File: src/rtl/retrieve_pkg.sv
// Shared definitions for the ring-buffer receive read side.
//   state_e : read-slot FSM encoding (IDLE plus the three slot phases)
//   size_ok : true when the buffer depth is an exact power of two of the pointer width
package retrieve_pkg;

  typedef enum logic [1:0] {
    ST_IDLE    = 2'd0,
    ST_SETUP   = 2'd1,
    ST_STROBE  = 2'd2,
    ST_ADVANCE = 2'd3
  } state_e;

  // Pointers rely on natural binary rollover, so depth must be exactly 2**width.
  function automatic bit size_ok(input int unsigned counter_size, input int unsigned buffer_size);
    return buffer_size == (32'd1 << counter_size);
  endfunction

endpackage

File: src/rtl/ring_ptr_counter.sv
// Write/read pointer and fill-count bookkeeping for the receive ring buffer.
// Ports:
//   clock, reset      : rising-edge clock, asynchronous active-low reset
//   write             : writer stored a bit this cycle (dropped when full)
//   advance           : reader consumed the head entry this cycle
//   ovfclr            : synchronous clear of the sticky overflow flag
//   wrptr, rdptr      : ring pointers, wrap modulo buffer_size
//   count, count_next : fill level (0..buffer_size) and its value after this edge
//   full, empty       : decoded from count only
//   overflow          : sticky, set when a write is dropped while full
module ring_ptr_counter #(
  parameter int unsigned counter_size = 2,
  parameter int unsigned buffer_size  = 4
) (
  input  logic                    clock,
  input  logic                    reset,
  input  logic                    write,
  input  logic                    advance,
  input  logic                    ovfclr,
  output logic [counter_size-1:0] wrptr,
  output logic [counter_size-1:0] rdptr,
  output logic [counter_size:0]   count,
  output logic [counter_size:0]   count_next,
  output logic                    full,
  output logic                    empty,
  output logic                    overflow
);

  logic                    accept;
  logic                    drop;
  logic [counter_size-1:0] wrptr_next;
  logic [counter_size-1:0] rdptr_next;
  logic                    overflow_next;

  assign full   = (count == (counter_size + 1)'(buffer_size));
  assign empty  = (count == '0);
  // full is the pre-edge value, so a write racing an advance while full is still dropped
  assign accept = write & ~full;
  assign drop   = write & full;

  always_comb begin
    wrptr_next    = wrptr;
    rdptr_next    = rdptr;
    count_next    = count;
    overflow_next = overflow;
    if (accept) wrptr_next = wrptr + 1'b1;
    if (advance) rdptr_next = rdptr + 1'b1;
    case ({accept, advance})
      2'b10:   count_next = count + 1'b1;
      2'b01:   count_next = count - 1'b1;
      default: count_next = count;
    endcase
    // A drop in the same cycle as a clear wins so the event is never lost.
    if (drop) begin
      overflow_next = 1'b1;
    end else if (ovfclr) begin
      overflow_next = 1'b0;
    end
  end

  always_ff @(posedge clock or negedge reset) begin
    if (!reset) begin
      wrptr    <= '0;
      rdptr    <= '0;
      count    <= '0;
      overflow <= 1'b0;
    end else begin
      wrptr    <= wrptr_next;
      rdptr    <= rdptr_next;
      count    <= count_next;
      overflow <= overflow_next;
    end
  end

endmodule

File: src/rtl/retrieve_sequencer.sv
// Read-side controller for the ring-buffer receive path. Serializes one stored bit per
// three-cycle slot (SETUP, STROBE, ADVANCE) while downstream is ready.
// Ports:
//   clock, reset : rising-edge clock, asynchronous active-low reset
//   instrobe     : writer stored one bit at wradrs this cycle
//   rxready      : downstream can accept a bit (looked at in IDLE and ADVANCE only)
//   ovfclr       : synchronous clear of overflow
//   wradrs       : write pointer to the buffer writer
//   ramadrs      : {count, rdptr} to the bit-select retriever
//   outstrobe    : qualifies rxda at the retriever, one cycle per bit
//   full, empty  : fill status decoded from count
//   overflow     : sticky dropped-write flag
module retrieve_sequencer
  import retrieve_pkg::*;
#(
  parameter int unsigned counter_size = 2,
  parameter int unsigned buffer_size  = 4
) (
  input  logic                    clock,
  input  logic                    reset,
  input  logic                    instrobe,
  input  logic                    rxready,
  input  logic                    ovfclr,
  output logic [counter_size-1:0] wradrs,
  output logic [2*counter_size:0] ramadrs,
  output logic                    outstrobe,
  output logic                    full,
  output logic                    empty,
  output logic                    overflow
);

  if (!size_ok(counter_size, buffer_size)) begin : gen_size_check
    $error("retrieve_sequencer: buffer_size must equal 2**counter_size");
  end

  state_e                  state;
  state_e                  state_next;
  logic                    advance;
  logic [counter_size-1:0] rdptr;
  logic [counter_size:0]   count;
  logic [counter_size:0]   count_next;

  assign advance = (state == ST_ADVANCE);

  ring_ptr_counter #(
    .counter_size (counter_size),
    .buffer_size  (buffer_size)
  ) u_ring_ptr_counter (
    .clock      (clock),
    .reset      (reset),
    .write      (instrobe),
    .advance    (advance),
    .ovfclr     (ovfclr),
    .wrptr      (wradrs),
    .rdptr      (rdptr),
    .count      (count),
    .count_next (count_next),
    .full       (full),
    .empty      (empty),
    .overflow   (overflow)
  );

  always_comb begin
    state_next = state;
    unique case (state)
      ST_IDLE:    if (!empty && rxready) state_next = ST_SETUP;
      // SETUP only holds ramadrs for a cycle so the retriever output settles.
      ST_SETUP:   state_next = ST_STROBE;
      ST_STROBE:  state_next = ST_ADVANCE;
      ST_ADVANCE: state_next = ((count_next != '0) && rxready) ? ST_SETUP : ST_IDLE;
      default:    state_next = ST_IDLE;
    endcase
  end

  always_ff @(posedge clock or negedge reset) begin
    if (!reset) begin
      state <= ST_IDLE;
    end else begin
      state <= state_next;
    end
  end

  // Decoded from the state register, so reset removes the strobe immediately.
  assign outstrobe = (state == ST_STROBE);
  assign ramadrs   = {count, rdptr};

endmodule

File: config.mk
export PLATFORM = sky130hd
export DESIGN_NAME = retrieve_sequencer
export DESIGN_NICKNAME = d
export VERILOG_FILES = /design/src/rtl/retrieve_pkg.sv /design/src/rtl/ring_ptr_counter.sv /design/src/rtl/retrieve_sequencer.sv
export SDC_FILE = /design/constraint.sdc
export NUM_CORES = 1
export LEC_CHECK = 0
export BUFFER_PORTS_ARGS = -buffer_cell sky130_fd_sc_hd__buf_4
export CAP_MARGIN = 0
export CORE_AREA = 2 2 39 41
export CTS_BUF_LIST = sky130_fd_sc_hd__clkbuf_2
export DETAILED_ROUTE_END_ITERATION = 10
export DIE_AREA = 0 0 41 43
export PLACE_DENSITY = 0.68
export SLEW_MARGIN = 20
export SYNTH_ARGS = -nofsm -noshare
export SYNTH_HDL_FRONTEND = slang
export SYNTH_SLANG_ARGS = --single-unit
export TNS_END_PERCENT = 100
File: constraint.sdc
create_clock -name clock -period 2.1 [get_ports clock]
set_input_delay 0.315 -clock clock [delete_from_list [all_inputs] [get_ports clock]]
set_output_delay 0.315 -clock clock [all_outputs]
set_load 0.005 [all_outputs]
# Yosys cells after proc, flatten, opt, wreduce, memory -nomap -nowiden
# Index checks and enable logic that the tools add are counted.
# word_totals
regBits	10
in_bits	5
output_inout_bits	11
word_cells	32
# op_classes
add_sub_neg	4
eq_ne	7
muxes	6
bitwise_logic	3
reduce_logical	7
# op_table
cell	count
one-hot mux 2 bit (4 select lines)	1
equality test 2 bit (second input constant)	3
one-hot mux 3 bit (2 select lines)	1
adder 2 x 1 -> 2 bit (second input constant)	2
equality test 2 x 1 -> 1 bit (second input constant)	2
adder 3 x 1 -> 3 bit (second input constant)	1
equality test 3 bit (second input constant)	1
logical NOT 3 bit	1
2-to-1 mux 1 bit	3
nonzero test 3 bit	1
subtractor 3 x 1 -> 3 bit (second input constant)	1
bitwise AND 1 bit	2
logical AND 1 bit	2
logical NOT 2 bit	1
2-to-1 mux 2 bit	1
inequality test 2 bit (second input constant)	1
nonzero test 2 bit	1
logical NOT 1 bit	1
inverter 1 bit	1

# Depth between registers and ports, before layout
# depth
ltp_word	9
ltp_mapped	10
mapped_depth_nobuf	10

# Modules after synthesis
# A second synthesis with hierarchy kept.
# hier_totals
cells_unflattened	47
hier_area_um2	546.8
# modules_own_cells
mod	instances	cells_per_inst	area_per_inst_um2	seq_area_each_um2
ring_ptr_counter	1	31	375.4	200.2
retrieve_sequencer	1	16	171.4	50.0

# Worst setup path before layout
# Ideal clock, no wire load.
# synth_path
path_kind	register to register
start	reg u_ring_ptr_counter.count[0]
end	reg state[0]
setup_ns	0.124
arrival_ns	1.964
t_required_ns	1.976
path_slack_ns	0.012
path_stages_with_launch	11
n_path_buf	0
synth_period_minus_slack_ns	2.088
path_cell_list	dfrtp_1 > nor2_1 > nand2_1 > nand2_1 > ha_1 > inv_1 > fa_1 > xor2_1 > o21a_1 > nor3_1 > o21ai_2
# synth_via
elab_chain_len	9
elab_cells_between_ends	16
classes_between	2 x add/sub; 4 x eq/ne; 3 x mux; 2 x bitwise; 5 x reduce/logical
# synth_rtl
element	line	rtl
start: declaration	ring_ptr_counter.sv:22	output logic [counter_size:0] count,
start signal: assignment	ring_ptr_counter.sv:70	count <= count_next;
equality test 3 bit	ring_ptr_counter.sv:35	assign full = (count == (counter_size + 1)'(buffer_size));
inverter 1 bit	ring_ptr_counter.sv:38	assign accept = write & ~full;
bitwise AND 1 bit	ring_ptr_counter.sv:38	
equality test 2 x 1 -> 1 bit / equality test 2 bit (equally long branches)	ring_ptr_counter.sv:48	case ({accept, advance})
one-hot mux 3 bit (2 select lines)	ring_ptr_counter.sv:48	
nonzero test 3 bit	retrieve_sequencer.sv:70	ST_ADVANCE: state_next = ((count_next != '0) && rxready) ? ST_SETUP : ST_IDLE;
logical AND 1 bit	retrieve_sequencer.sv:70	
2-to-1 mux 1 bit	retrieve_sequencer.sv:70	
one-hot mux 2 bit (4 select lines)	retrieve_sequencer.sv:65	unique case (state)
end signal: assignment	retrieve_sequencer.sv:79	state <= state_next;
end: declaration	retrieve_sequencer.sv:36	state_e state;
# Several ways; a longest one is shown, not always the timed one.
# A chain may end at the register's enable or synchronous reset.

# Final worst setup path
# layout_path
start	reg u_ring_ptr_counter.count[0]
end	reg u_ring_ptr_counter.count[2]
# layout_via
elab_chain_len	5
elab_cells_between_ends	8
classes_between	2 x add/sub; 3 x eq/ne; 1 x mux; 2 x bitwise
# layout_rtl
element	line	rtl
equality test 3 bit	ring_ptr_counter.sv:35	
inverter 1 bit	ring_ptr_counter.sv:38	
bitwise AND 1 bit	ring_ptr_counter.sv:38	
equality test 2 x 1 -> 1 bit / equality test 2 bit (equally long branches)	ring_ptr_counter.sv:48	
one-hot mux 3 bit (2 select lines) *	ring_ptr_counter.sv:48	
via count_next[2]	retrieve_sequencer.sv:41	logic [counter_size:0] count_next;
# The timed path passes the listed nets; every way through them passes the cells marked *.

==> results_dict.tcl <==
set metrics [dict create \
    synth_top_area_share_pct 45.7 \
    synth-edff-count 0 \
    r2r-start "u_ring_ptr_counter.count[0]$_DFF_PN0_" \
    seq_area_frac_synth_pct 45.7 \
    synth_xor_area_share_pct 9.59 \
    grt_pass1_wl_um 1680 \
    r2r_slack_ns 0.09 \
    ys_ff_latch 10 \
    die_width_um 41 \
    cp_slowest_cell "dfrtp_1" \
    synth_compound_area_share_pct 10.3 \
    critPathKind "flip-flop to flip-flop" \
    crit_cells 9 \
    synth.most_common_cell "dfrtp_1" \
    max_stage_delay_ns 0.40 \
    grt_max_degree 11 \
    syn_inst 51 \
    ioPinCount 16 \
    peakVddDrop_mv 0.650 \
    vias 446 \
    crit_end "u_ring_ptr_counter.count[2]$_DFF_PN0_" \
    start_util_pct 39.6 \
    crit_path_start "u_ring_ptr_counter.count[0]$_DFF_PN0_" \
    cts_max_level 1 \
    clk_latency_ns 0.25 \
    p_per_area_mw_per_mm2 1590 \
    fin_nets 91 \
    fin_crit_sh_pct 95.8 \
    rr_endpoint "u_ring_ptr_counter.count[2]$_DFF_PN0_" \
    drt-pass1-iter-count 4 \
    ant_nets 0 \
    maxCapViolations 0 \
    outcome "finished clean" \
    n_antenna_cell 0 \
    met3_usage_pct 3.14 \
    clk_pin_slew_ns 0.11 \
    finalSetupTns_ns 0 \
    cpLargestDelayFamily "simple AND/OR/NAND/NOR gates" \
    synth_area_leaders "dfrtp_1 46%, ha_1 11%, xnor2_1 6.4%, inv_1 5.5%, fa_1 3.7%" \
    hold_depth 2 \
    ys.flop_type "dfrtp_1" \
    async_flop_share_pct 100 \
    fin_worst_hold_slack_ns 0.325 \
    syn_to_final_growth_pct 44.5 \
    max-slew-margin-rel_pct 82.1 \
    io_buffer_count 15 \
    syn-cell-area_um2 548 \
    hpwl_um 824 \
    cp-start-kind "flip-flop" \
    overflow 0 \
    synthAdderAreaFrac_pct 15.1 \
    die_h_um 43 \
    worstHoldPathType "primary input to flip-flop" \
    wl_per_cell_um 11.5 \
    place_inst 89 \
    viasPerCell 4.69 \
    worst_slew_pin_slew_ns 0.266 \
    setup_viol 0 \
    core_region_area_mm2 0.00138 \
    grt_busiest_layer "met2" \
    met2_usage_pct 21.9 \
    preCtsSetupSlack_ns -0.00102 \
    cp_max_fo 2 \
    synth_common_cells "10 x dfrtp_1, 8 x inv_1, 5 x ha_1" \
    synth.avg_cell_area_um2 10.7 \
    totalWireLength_um 1090 \
    min_period_ns 2.01 \
    report.power.total_mw 1.26 \
    end_kind "flip-flop" \
    grt_usage_pct 14.8 \
    fin_ws_ns 0.0872 \
    final_core_util_pct 57.2 \
    final_cell_count_no_fill 95 \
    synthSimpleGateAreaFrac_pct 11.2 \
    worst-path-buf-inv 1 \
    yosysUniqueCellTypes 20 \
    drv_slew 0 \
    antenna_found_initial 0 \
    drtIter0Drc 4 \
    synth_top_family_by_area "adder cells" \
    synth_area_leader_cell "dfrtp_1" \
    fin_skew_ns 0.00684 \
    cp_cell_sequence "nor2_2 -> nand2_1 -> nand2_2 -> ha_4 -> inv_1 -> fa_1 -> xor2_1 -> o21a_1 -> or2_2" \
    rows 14 \
    arrival_ns 2.15 \
    numCtsBuffers 3 \
    reg2reg_depth 9 \
    drc 0 \
    tritoncts "done" \
    final_area_um2 792 \
    grt_pass1_vias 413 \
    clk_path_buf_depth 2 \
    p_leak_nw 0.410 \
    grt_use_met1_pct 18.3 \
    gp_congestion 0.769 \
    synth_warnings 0 \
    synth_mux_area_share_pct 2.74 \
    clock_sinks 10 \
    cp.required_ns 2.24 \
    finalHoldViolations 0 \
    synth_fp_nets 62 \
    layout-drive-gt1-share_pct 44.3 \
    die_area_mm2 0.00176 \
    cts.root.buffer_cell "clkbuf_2" \
    max_freq_ghz 0.497 \
    place_area_um2 733 \
]
routing by layer:
metal	part of all wire, %	vias up
met1	40	211
met3	3.3	2
met4	1.7	0
met2	55	14
met5	0	-
li1	-	219
cell type report:
cell class	count	area, um^2
clock buffer	3	15.0
clock inverter	1	3.75
fill	117	592
inverter	8	30.0
multi-input combinational	33	290
sequential	10	250
tap	16	20.0
timing repair buffer	24	183
kinds of logic (layout without fill, tap and decap cells):
logic type / count (synthesis) / count (layout)
simple gates: 12 / 12
buf+inv: 8 / 36
fa+ha+maj: 6 / 6
xor+xnor: 6 / 6
mux: 1 / 1
flops: 10 / 10
compound gates: 8 / 8
timing repair:
| action | CTS | global route |
|---|---|---|
| hold buffers | 1 | 0 |
| pin swaps | 0 | 2 |
| gates resized for setup | 2 | 3 |
| endpoints found under the setup margin | 1 | 2 |
| hold endpoints to repair | 10 | 0 |
| buffers inserted | 0 | 1 |
how the worst min path moves through the flow:
stage | startpoint | end | slack (ns)
floorplan | reset | state[0]$_DFFE_PN0P_ | 0.02
global placement | reset | u_ring_ptr_counter.overflow$_DFFE_PN0P_ | 0.15
detailed placement | reset | u_ring_ptr_counter.wrptr[1]$_DFFE_PN0P_ | 0.15
CTS | instrobe | u_ring_ptr_counter.overflow$_DFFE_PN0P_ | 0.32
global route | instrobe | u_ring_ptr_counter.overflow$_DFFE_PN0P_ | 0.32
finish | instrobe | u_ring_ptr_counter.overflow$_DFFE_PN0P_ | 0.33
layout by cell type (no fill, tap or decap), types with 2 or more instances in the layout:
cell      count
nand2_1       3
dfrtp_1      10
xor2_1        2
buf_4        23
clkbuf_2      3
inv_1         8
o21ai_2       2
nor3_2        2
a21oi_1       2
ha_1          4
xnor2_1       4
nand3_1       2
power by group:
group,internal [mW],leakage (nW),switching (mW)
Clock,0.0414,0.0140,0.0680
Combinational,0.435,0.277,0.345
Sequential,0.295,0.119,0.0719
Total,0.772,0.410,0.485
registers in the layout (all words and copies together), names as in the netlist:
signal	flops
u_ring_ptr_counter.rdptr	2
u_ring_ptr_counter.overflow	1
state	2
u_ring_ptr_counter.wrptr	2
u_ring_ptr_counter.count	3
Power figures use the tool's default switching activity.
